--- src/rtl/VX_gpu_pkg.sv ---
//==============================================================================
// Module      : VX_gpu_pkg
// Description : Shared execute-packet types and split-state encoding used by
//               the execute splitter and its partition finder.
// Revision    : 1.0 - initial release
//==============================================================================
`default_nettype none

`ifndef NUM_THREADS
`define NUM_THREADS 8
`endif

`ifndef LOG2UP
`define LOG2UP(x) (((x) > 1) ? $clog2(x) : 1)
`endif

package VX_gpu_pkg;

  localparam int XLEN          = 32;
  localparam int UUID_WIDTH    = 44;
  localparam int NW_WIDTH      = 2;
  localparam int PC_WIDTH      = 32;
  localparam int INST_OP_BITS  = 4;
  localparam int NUM_REGS_BITS = 6;
  localparam int NT_WIDTH      = `LOG2UP(`NUM_THREADS);
  localparam int RRS_WIS_W     = 2;

  typedef logic [0:0] split_state_t;
  localparam split_state_t SPLIT_IDLE = 1'b0;
  localparam split_state_t SPLIT_BUSY = 1'b1;

  typedef struct packed {
    logic            use_pc;
    logic            use_imm;
    logic [XLEN-1:0] imm;
  } op_args_t;

  // Lane-independent fields, copied unchanged onto every partition.
  typedef struct packed {
    logic [UUID_WIDTH-1:0]    uuid;
    logic [NW_WIDTH-1:0]      wid;
    logic [PC_WIDTH-1:0]      pc;
    logic [INST_OP_BITS-1:0]  op_type;
    op_args_t                 op_args;
    logic                     wb;
    logic [NUM_REGS_BITS-1:0] rd;
    logic [NT_WIDTH-1:0]      tid;
    logic [RRS_WIS_W-1:0]     rrs_id;
  } exec_scalar_t;

  localparam int SCALAR_W = $bits(exec_scalar_t);
  // Per-lane payload: one tmask bit plus rs1..rs3 data.
  localparam int LANE_W   = 1 + 3 * XLEN;

  function automatic int part_mask_width(input int in_lanes, input int out_lanes);
    return in_lanes / out_lanes;
  endfunction

endpackage

`default_nettype wire

--- src/rtl/VX_split_pfind.sv ---
//==============================================================================
// Module      : VX_split_pfind
// Description : Finds the lowest set partition bit after (or at) an index and
//               reports whether it is the last set bit of the mask.
// Revision    : 1.0 - initial release
//==============================================================================
`default_nettype none

module VX_split_pfind #(
  parameter int NUM_PARTS = 4,
  parameter int PID_WIDTH = 2
) (
  input  logic [NUM_PARTS-1:0] mask,
  input  logic [PID_WIDTH-1:0] cur_idx,
  input  logic                 inclusive,
  output logic [PID_WIDTH-1:0] next_idx,
  output logic                 valid,
  output logic                 is_last
);

  always_comb begin
    next_idx = '0;
    valid    = 1'b0;
    is_last  = 1'b1;
    for (int i = 0; i < NUM_PARTS; i++) begin
      if (mask[i] && ((i > int'(cur_idx)) || (inclusive && (i == int'(cur_idx))))) begin
        if (valid) begin
          is_last = 1'b0;
        end else begin
          valid    = 1'b1;
          next_idx = PID_WIDTH'(i);
        end
      end
    end
  end

endmodule

`default_nettype wire

--- src/rtl/vx_execute_splitter.sv ---
//==============================================================================
// Module      : vx_execute_splitter
// Description : Splits a wide execute packet into OUT_LANES-wide partitions.
//               Define EXEC_SPLIT_SKIP_EN to skip partitions with empty tmask.
// Revision    : 1.0 - initial release
//==============================================================================
`default_nettype none

`ifndef NUM_THREADS
`define NUM_THREADS 8
`endif

`ifndef LOG2UP
`define LOG2UP(x) (((x) > 1) ? $clog2(x) : 1)
`endif

module vx_execute_splitter
  import VX_gpu_pkg::*;
#(
  parameter  int IN_LANES  = `NUM_THREADS,
  parameter  int OUT_LANES = 4,
  localparam int NUM_PARTS = IN_LANES / OUT_LANES,
  localparam int PID_WIDTH = `LOG2UP(NUM_PARTS),
  localparam int IN_W      = SCALAR_W + IN_LANES * LANE_W,
  localparam int OUT_W     = SCALAR_W + OUT_LANES * LANE_W + PID_WIDTH + 2
) (
  input  logic             clk,
  input  logic             reset,
  input  logic             in_valid,
  input  logic [IN_W-1:0]  in_data,
  output logic             in_ready,
  output logic             out_valid,
  output logic [OUT_W-1:0] out_data,
  input  logic             out_ready
);

  localparam int IW = IN_LANES * XLEN;
  localparam int OW = OUT_LANES * XLEN;
  localparam int PM_W = part_mask_width(IN_LANES, OUT_LANES);

  exec_scalar_t          in_scal;
  logic [IN_LANES-1:0]   in_tmask;
  logic [IW-1:0]         in_rs1, in_rs2, in_rs3;
  logic [PM_W-1:0]       in_pmask;

  assign {in_scal, in_tmask, in_rs1, in_rs2, in_rs3} = in_data;

`ifdef EXEC_SPLIT_SKIP_EN
  always_comb begin
    in_pmask = '0;
    for (int p = 0; p < NUM_PARTS; p++) begin
      in_pmask[p] = |in_tmask[p*OUT_LANES +: OUT_LANES];
    end
  end
`else
  assign in_pmask = '1;
`endif

  split_state_t           state_q, state_d;
  logic [PID_WIDTH-1:0]   pid_q, pid_d;
  logic                   sop_q, sop_d;
  logic                   eop_q, eop_d;
  logic [PM_W-1:0]        pmask_q, pmask_d;
  exec_scalar_t           scal_q, scal_d;
  logic [IN_LANES-1:0]    tmask_q, tmask_d;
  logic [IW-1:0]          rs1_q, rs1_d, rs2_q, rs2_d, rs3_q, rs3_d;

  logic in_fire, out_fire;

  assign out_valid = (state_q == SPLIT_BUSY);
  assign out_fire  = out_valid && out_ready;
  assign in_ready  = !out_valid || (out_fire && eop_q);
  assign in_fire   = in_valid && in_ready;

  // One finder serves both the first-partition search on load and the
  // next-partition search on advance; the two never happen in the same cycle.
  logic [PM_W-1:0]      pf_mask;
  logic [PID_WIDTH-1:0] pf_cur, pf_idx;
  logic                 pf_valid, pf_last;

  assign pf_mask = in_fire ? in_pmask : pmask_q;
  assign pf_cur  = in_fire ? '0 : pid_q;

  VX_split_pfind #(
    .NUM_PARTS (NUM_PARTS),
    .PID_WIDTH (PID_WIDTH)
  ) u_pfind (
    .mask      (pf_mask),
    .cur_idx   (pf_cur),
    .inclusive (in_fire),
    .next_idx  (pf_idx),
    .valid     (pf_valid),
    .is_last   (pf_last)
  );

  always_comb begin
    state_d = state_q;
    pid_d   = pid_q;
    sop_d   = sop_q;
    eop_d   = eop_q;
    pmask_d = pmask_q;
    scal_d  = scal_q;
    tmask_d = tmask_q;
    rs1_d   = rs1_q;
    rs2_d   = rs2_q;
    rs3_d   = rs3_q;
    if (in_fire) begin
      state_d = SPLIT_BUSY;
      pmask_d = in_pmask;
      sop_d   = 1'b1;
      // An empty mask still yields one beat at pid 0.
      pid_d   = pf_valid ? pf_idx : '0;
      eop_d   = !pf_valid || pf_last;
      scal_d  = in_scal;
      tmask_d = in_tmask;
      rs1_d   = in_rs1;
      rs2_d   = in_rs2;
      rs3_d   = in_rs3;
    end else if (out_fire) begin
      if (eop_q) begin
        state_d = SPLIT_IDLE;
      end else begin
        pid_d = pf_idx;
        sop_d = 1'b0;
        eop_d = pf_last;
      end
    end
  end

  always_ff @(posedge clk or posedge reset) begin
    if (reset) begin
      state_q <= SPLIT_IDLE;
      pid_q   <= '0;
      sop_q   <= 1'b0;
      eop_q   <= 1'b0;
      pmask_q <= '0;
    end else begin
      state_q <= state_d;
      pid_q   <= pid_d;
      sop_q   <= sop_d;
      eop_q   <= eop_d;
      pmask_q <= pmask_d;
    end
  end

  always_ff @(posedge clk) begin
    scal_q  <= scal_d;
    tmask_q <= tmask_d;
    rs1_q   <= rs1_d;
    rs2_q   <= rs2_d;
    rs3_q   <= rs3_d;
  end

  int                   lane_base;
  logic [OUT_LANES-1:0] out_tmask;
  logic [OW-1:0]        out_rs1, out_rs2, out_rs3;

  always_comb begin
    lane_base = int'(pid_q) * OUT_LANES;
    out_tmask = tmask_q[lane_base +: OUT_LANES];
    out_rs1   = rs1_q[lane_base*XLEN +: OW];
    out_rs2   = rs2_q[lane_base*XLEN +: OW];
    out_rs3   = rs3_q[lane_base*XLEN +: OW];
  end

  assign out_data = {scal_q, out_tmask, out_rs1, out_rs2, out_rs3, pid_q, sop_q, eop_q};

endmodule

`default_nettype wire

--- config.mk ---
export PLATFORM = sky130hd
export DESIGN_NAME = vx_execute_splitter
export DESIGN_NICKNAME = d
export VERILOG_FILES = /design/src/rtl/VX_gpu_pkg.sv /design/src/rtl/VX_split_pfind.sv /design/src/rtl/vx_execute_splitter.sv
export SDC_FILE = /design/constraint.sdc
export NUM_CORES = 1
export LEC_CHECK = 0
export CAP_MARGIN = 30
export CORE_AREA = 5 5 554 556
export DETAILED_ROUTE_END_ITERATION = 12
export DIE_AREA = 0 0 559 561
export PLACE_DENSITY = 0.3
export SLEW_MARGIN = 15
export SYNTH_ARGS = -nofsm -noshare
export SYNTH_HDL_FRONTEND = slang
export SYNTH_SLANG_ARGS = --single-unit
--- constraint.sdc ---
create_clock -name clk -period 21.8 [get_ports clk]
set_input_delay 2.18 -clock clk [delete_from_list [all_inputs] [get_ports clk]]
set_output_delay 2.18 -clock clk [all_outputs]
set_load 0.05 [all_outputs]
==> results of run 1 <==
==> layer usage <==
layer	up-vias	share of wire	wire length, um	track usage
li1	8569	-	-	-
met1	9806	0.40	67900	0.120
met2	1059	0.46	78500	0.168
met3	324	0.12	20700	0.0607
met4	154	0.016	2800	0.0188
met5	-	0.0057	971	0
==> cells by family (layout without fill, tap and decap cells) <==
logic type | after synthesis | count (layout) | synth area share
AO/OA/AOI/OAI | 5 | 5 | 0.00105
XOR/XNOR | 1 | 1 | 0.000271
buffers and inverters | 51 | 1670 | 0.0164
flip-flops | 909 | 909 | 0.844
multiplexers | 389 | 389 | 0.137
other | 0 | 14 | 0
AND/OR/NAND/NOR | 8 | 8 | 0.00136
==> path summary, 6_finish.rpt <==
kind / startpoint / endpoint / slack (ps) / depth (start not counted)
hold reg to reg: pmask_q[1] / pmask_q[1] / 490 / 1
max in group asynchronous: reset / pid_q / 20040 / 2
min in group asynchronous: reset / pid_q / 1570 / 2
hold / removal: pmask_q[1] / pmask_q[1] / 490 / 1
setup reg to reg: out_valid / rs1_q[212] / 16400 / 8
setup / recovery: pid_q / out_data[140] / 14100 / 5
==> cell usage after synthesis, drive strengths merged <==
| master | n | share of area |
|---|---|---|
| a211o | 1 | 0.00027 |
| a21bo | 1 | 0.00031 |
| a21oi | 1 | 0.00015 |
| buf | 47 | 0.016 |
| dfrtp | 5 | 0.0039 |
| edfxtp | 904 | 0.84 |
| inv | 4 | 0.00046 |
| mux2 | 388 | 0.14 |
| mux2i | 1 | 0.00031 |
| nand2 | 3 | 0.00035 |
| nand2b | 2 | 0.00039 |
| nor2 | 1 | 0.00012 |
| nor2b | 1 | 0.00019 |
| nor4bb | 1 | 0.00031 |
| o21ai | 2 | 0.00031 |
| xor2 | 1 | 0.00027 |
==> layout make-up <==
type | count | area, um2 | share of cell area
multi-input cells | 403 | 4500 | 0.0816
inverters | 4 | 22.5 | 0.000408
clock inverters | 62 | 593 | 0.0108
well taps | 3978 | 4980 | 0.0902
repair buffers | 1448 | 14500 | 0.264
diodes | 14 | 35.0 | 0.000635
flip-flops and latches | 909 | 27300 | 0.494
clock buffers | 156 | 3210 | 0.0582
==> flip-flops by register name (all words and copies together) (netlist names) <==
name       count
eop_q          1
out_data     128
out_valid      1
pid_q          1
pmask_q        1
rs1_q        256
rs2_q        256
rs3_q        256
sop_q          1
tmask_q        8
==> stage by stage <==
| step | setup slack [ps] | area, um2 | total power [mW] | cells | hold WS [ps] |
|---|---|---|---|---|---|
| final | 14100 | 55200 | 6.72 | 6974 | 492 |
| after global routing | 13770 | 55100 | 7.00 | 6961 | 502 |
| after CTS | 13760 | 55100 | 6.90 | 6959 | 488 |
| after detailed placement | 14030 | 51300 | 4.87 | 6741 | 471 |
| after global placement | 13680 | 51200 | 4.87 | 6739 | 488 |
| after floorplan | 532 | 32300 | 4.08 | 1363 | 426 |
==> cells in the final DEF (no fill, tap or decap), drive strengths merged <==
cell | netlist | layout
clkdlybuf4s50 | 0 | 1427
edfxtp | 904 | 904
mux2 | 388 | 388
clkbuf | 0 | 156
clkinv | 0 | 45
buf | 47 | 21
diode | 0 | 14
bufinv | 0 | 9
inv | 4 | 8
dfrtp | 5 | 5
clkinvlp | 0 | 4
nand2 | 3 | 3
nand2b | 2 | 2
o21ai | 2 | 2
a211o | 1 | 1
nor4bb | 1 | 1
nor2b | 1 | 1
a21bo | 1 | 1
xor2 | 1 | 1
mux2i | 1 | 1
nor2 | 1 | 1
a21oi | 1 | 1
==> power breakdown <==
part	internal, mW	switching, mW	total, mW
clock network	1.14	0.808	1.95
logic	0.851	1.61	2.46
registers	2.21	0.102	2.32
total	4.21	2.52	6.72
==> summary.md, run 1 <==
| Metric | Value |
|---|---|
| Outcome | `completed` |
| Post_cts resized | `0` |
| RD Place Congestion | `0.828` |
| Syn. warnings | `0` |
| WL final | `171,000 um` |
| Vias in the first global route | `21,300` |
| Setup TNS | `0 ps` |
| Fmax | `130 MHz` |
| DR iter-0 viols | `1,124` |
| Final Max Slew Viols | `0` |
| Worst-Margin Slew | `1110 ps` |
| Netlist cell types | `21` |
| Core ar. | `0.302 mm2` |
| Max Cap Viol | `0` |
| Critical-path maximum fanout | `57` |
| Hold Path Class | `reg2reg` |
| # Post-CTS Setup Buffers | `0` |
| Remaining DRCs | `0` |
| Ratio of cells with drive above 1 in the final layout | `0.190` |
| Synth Cell Area | `0.0323 mm2` |
| CP top delay family | `buffers and inverters` |
| Final setup fails | `0` |
| Number of nets in the layout | `~3,800` |
| Dpl hpwl | `139,000 um` |
| DR vias | `19,900` |
| Root buffer cell | `clkbuf_16` |
| Layout area overhead | `70.7%` |
| Drt pass-1 iters | `5` |
| Buf/Inv on CP | `4` |
| Ordered list of cells on the worst path | `buf_4, buf_4, buf_4, mux2_2, clkdlybuf4s50_1` |
| Largest net degree at the start of global routing | `168` |
| FP Rows | `202` |
| Max stage delay on crit path | `1050 ps` |
| RSZ-0062 raised after global routing | `false` |
| Clk sinks | `909` |
| Starting density of the core | `0.107` |
| Routed len/inst | `24.5 um` |
| Die ar. | `0.314 mm2` |
| Crit share post-route | `0.353` |
| TritonCTS clock tree | `built` |
| First-pass GRT wire length | `around 220,000 um` |
| ANT nets after route | `0` |
| Req. time, crit path | `a little under 20,000 ps` |
| Lkg Pwr | `~18 nW` |
| Die height | `561 um` |
| Cts hold-fix bufs | `0` |
| I/O Pins | `around 1,400` |
| CP max stage cell | `dfrtp_4` |
| Total Routing Usage GR | `0.104` |
| Startpoint Class | `flop` |
| Hold Vio Cnt, Final | `0` |
| Synth Register Bits | `a little over 900` |
| Fin crit period | `7700 ps` |
| Initial antenna violation count | `roughly 120` |
| Sequential fraction of the synthesis area | `0.844` |
| Syn_area_per_cell | `23.7 um2` |
| H-tree depth | `3` |
| Top cell by count, worst path | `buf_4` |
| Congestion Overflow GR | `0` |
| Instance count of the mapped netlist | `about 1,400` |
| Worst-Skew Late Latency | `between 800 and 900 ps` |
| Clock transition at path regs | `60 ps` |
| Worst Setup End Kind | `output pin` |
| Die width | `559 um` |
| Setup CP Type | `reg2out` |
| WP data arrival | `approximately 5500 ps` |
| CTS buffer count | `123` |
| Fillers | `32,500` |
| Power per cell area | `122 mW/mm2` |
| Slew HR | `0.259` |
| I/O Buffers | `1,428` |
| Vias per Instance | `2.86` |
| Net Count, Synth | `2,271` |
| VDD IR max | `roughly 0.000067 V` |
| Clk_skew | `between 30 and 40 ps` |
| Clock Path Buffers | `4` |
| Final cell utilization of the core | `0.183` |
Power figures use the tool's default switching activity.
==> run 2, diff against run 1 <==
--- a/config.mk
+++ b/config.mk
@@ -6,9 +6,9 @@
 export NUM_CORES = 1
 export LEC_CHECK = 0
 export CAP_MARGIN = 30
-export CORE_AREA = 5 5 554 556
+export CORE_AREA = 5 5 549 551
 export DETAILED_ROUTE_END_ITERATION = 12
-export DIE_AREA = 0 0 559 561
+export DIE_AREA = 0 0 554 556
 export PLACE_DENSITY = 0.3
 export SLEW_MARGIN = 15
 export SYNTH_ARGS = -nofsm -noshare
==> constraint.sdc (replaced) <==
create_clock -name clk -period 7 [get_ports clk]
set_input_delay 0.7 -clock clk [delete_from_list [all_inputs] [get_ports clk]]
set_output_delay 0.7 -clock clk [all_outputs]
set_load 0.05 [all_outputs]
==> run 2 against run 1 <==
Register-to-register slack worse by 12000 ps. Wire length grew 5.5%. Critical path type unchanged. Final cell count fell by 0.23%.
==> summary.md, run 2 (synthesis gave the netlist of run 1 again) <==
| Metric | Value |
|---|---|
| Vias per Instance | `2.90 (+1.7%)` |
| Dpl hpwl | `147,000 um (+5.9%)` |
| Number of nets in the layout | `3,809 (+0.32%)` |
| Remaining DRCs | `0 (unchanged)` |
| Fin crit period | `between 4000 and 5000 ps` |
| Clk_skew | `41.5 ps (+11.3 ps)` |
| Drt pass-1 iters | `4 (-1)` |
| Fmax | `231 MHz` |
| Crit share post-route | `0.619` |
| H-tree depth | `3 (unchanged)` |
| RD Place Congestion | `0.886 (+7.0%)` |
| Outcome | `completed` |
| Die ar. | `0.308 mm2 (-1.8%)` |
| Startpoint Class | `flop` |
| Lkg Pwr | `17.6 nW (about the same)` |
| ANT nets after route | `0 (unchanged)` |
| R2R depth | `5 (-3)` |
| Clock transition at path regs | `60 ps (about the same)` |
| P_int | `13.0 mW (+210%)` |
| Worst Setup End Kind | `output pin` |
| Buf/Inv on CP | `3 (-1)` |
| Hold path cells | `1 (unchanged)` |
| CP max stage cell | `clkdlybuf4s50_1` |
| Cts hold-fix bufs | `1 (+1)` |
| First-pass GRT wire length | `228,000 um (+3.8%)` |
| Critical-path maximum fanout | `43 (-25%)` |
| Top flop regs | `rs1_q x256, rs2_q x256, rs3_q x256` |
| CTS buffer count | `121 (-1.6%)` |
| Post_cts resized | `0 (unchanged)` |
| Layout area overhead | `70.7% (about the same)` |
| Congestion Overflow GR | `0 (unchanged)` |
| Req. time, crit path | `6300 ps (-13,320 ps)` |
| Clock Path Buffers | `4 (unchanged)` |
| Final setup fails | `0 (unchanged)` |
| Clock group share of total power | `0.284 (-0.006)` |
| Switching part of the total power | `0.379 (+0.00474)` |
| Net Sw Power | `7.95 mW (+220%)` |
| DR iter-0 viols | `1,177 (+4.7%)` |
| Max stage delay on crit path | `750 ps (-300 ps)` |
| Reg power frac | `0.344 (about the same)` |
| Final cell utilization of the core | `0.186 (+0.00346)` |
| Largest net degree at the start of global routing | `125 (-26%)` |
| Gate power share | `0.371 (+0.005)` |
| Die height | `556 um (-0.89%)` |
| Starting density of the core | `0.109 (+0.00208)` |
| CP top delay family | `buffers and inverters` |
| Initial antenna violation count | `139 (+17%)` |
| # Post-CTS Setup Buffers | `0 (unchanged)` |
| RSZ-0062 raised after global routing | `false` |
| Hold Path Class | `in2reg` |
| VDD IR max | `0.000198 V (+200%)` |
| WP data arrival | `3630 ps (-1890 ps)` |
| Hold Vio Cnt, Final | `0 (unchanged)` |
| Design area | `0.0551 mm2 (about the same)` |
| Placed Instances | `6,716 (-0.37%)` |
| Power Total | `20.9 mW (+210%)` |
| Total Routing Usage GR | `0.111 (+0.00715)` |
| Routed len/inst | `25.9 um (+5.7%)` |
| Commonest cells after routing, fill and taps aside | `clkdlybuf4s50_1, edfxtp_1, mux2_2, clkbuf_16, clkbuf_1` |
| TritonCTS clock tree | `built` |
| Die width | `554 um (-0.89%)` |
| Power per cell area | `380 mW/mm2 (+210%)` |
| WL final | `180,000 um (+5.5%)` |
| Vias in the first global route | `21,400 (+0.40%)` |
| I/O Buffers | `1,428 (unchanged)` |
| Worst Hold Slack | `407 ps (-84.8 ps)` |
| Ratio of cells with drive above 1 in the final layout | `0.193 (+0.00331)` |
| I/O Pins | `1,429 (unchanged)` |
| Reg area | `0.0273 mm2 (about the same)` |
| Slew HR | `0.410 (+0.152)` |
| Dpl cell area | `0.0514 mm2 (+0.17%)` |
| Stages on the worst setup path | `4 (-1)` |
| FP Rows | `200 (-0.99%)` |
| Max Cap Viol | `0 (unchanged)` |
| DR vias | `20,200 (+1.4%)` |
| Setup CP Type | `reg2out` |
| Multi-input gate area | `0.00451 mm2 (+0.19%)` |
| Clk sinks | `909 (unchanged)` |
| Ordered list of cells on the worst path | `buf_16, buf_4, mux2_2, clkdlybuf4s50_1` |
| Worst-Margin Slew | `882 ps (-230 ps)` |
| Non-Filler Instances | `6,958 (-0.23%)` |
| Fillers | `31,900 (-1.7%)` |
| Commonest non-fill, non-tap cell in the layout | `clkdlybuf4s50_1` |
| Root buffer cell | `clkbuf_16` |
| Final Max Slew Viols | `0 (unchanged)` |
| Worst-Skew Late Latency | `820 ps (about the same)` |
| Core ar. | `0.296 mm2 (-1.9%)` |
run 2: power by group through the flow:
stage               sequential, mW  clock (mW)  combinational, mW
global route                  7.27        6.45               8.08
detailed placement            7.34           0               7.96
floorplan                     7.95           0               4.52
global placement              7.42           0               7.91
CTS                           7.24        6.26               8.01
finish                        7.21        5.96               7.78
run 2: metrics by stage:
step / setup slack (ps) / TNS, ps
finish: 2670 / 0
global route: 2440 / 0
CTS: 2430 / 0
detailed placement: 3250 / 0
global placement: 3030 / 0
floorplan: -8100 / -7320690
run 2: layer usage:
layer | vias up | GRT usage | wire, um
met1 | 9901 | 0.118 | 65700
met5 | - | 0 | 1170
met2 | 1126 | 0.189 | 86600
met4 | 182 | 0.0236 | 3740
li1 | 8608 | - | -
met3 | 380 | 0.0660 | 23000
run 2: cell type report:
type,instances,area share
inverter,4,0.000340
timing repair buffer,1462,0.266
clock buffer,154,0.0572
multi-input combinational,403,0.0818
tap,3939,0.0894
clock inverter,61,0.00960
antenna,26,0.00118
sequential,909,0.495
run 2: path summary, 6_finish.rpt:
kind | start | slack, ps | to
max | pid_q | 2670 | out_data[175]
min | in_data[532] | 410 | rs1_q[20]
max reg2reg | eop_q | 4020 | rs1_q[238]
min reg2reg | pmask_q[1] | 480 | pmask_q[1]
max in group asynchronous | reset | 6110 | pid_q
min in group asynchronous | reset | 670 | sop_q
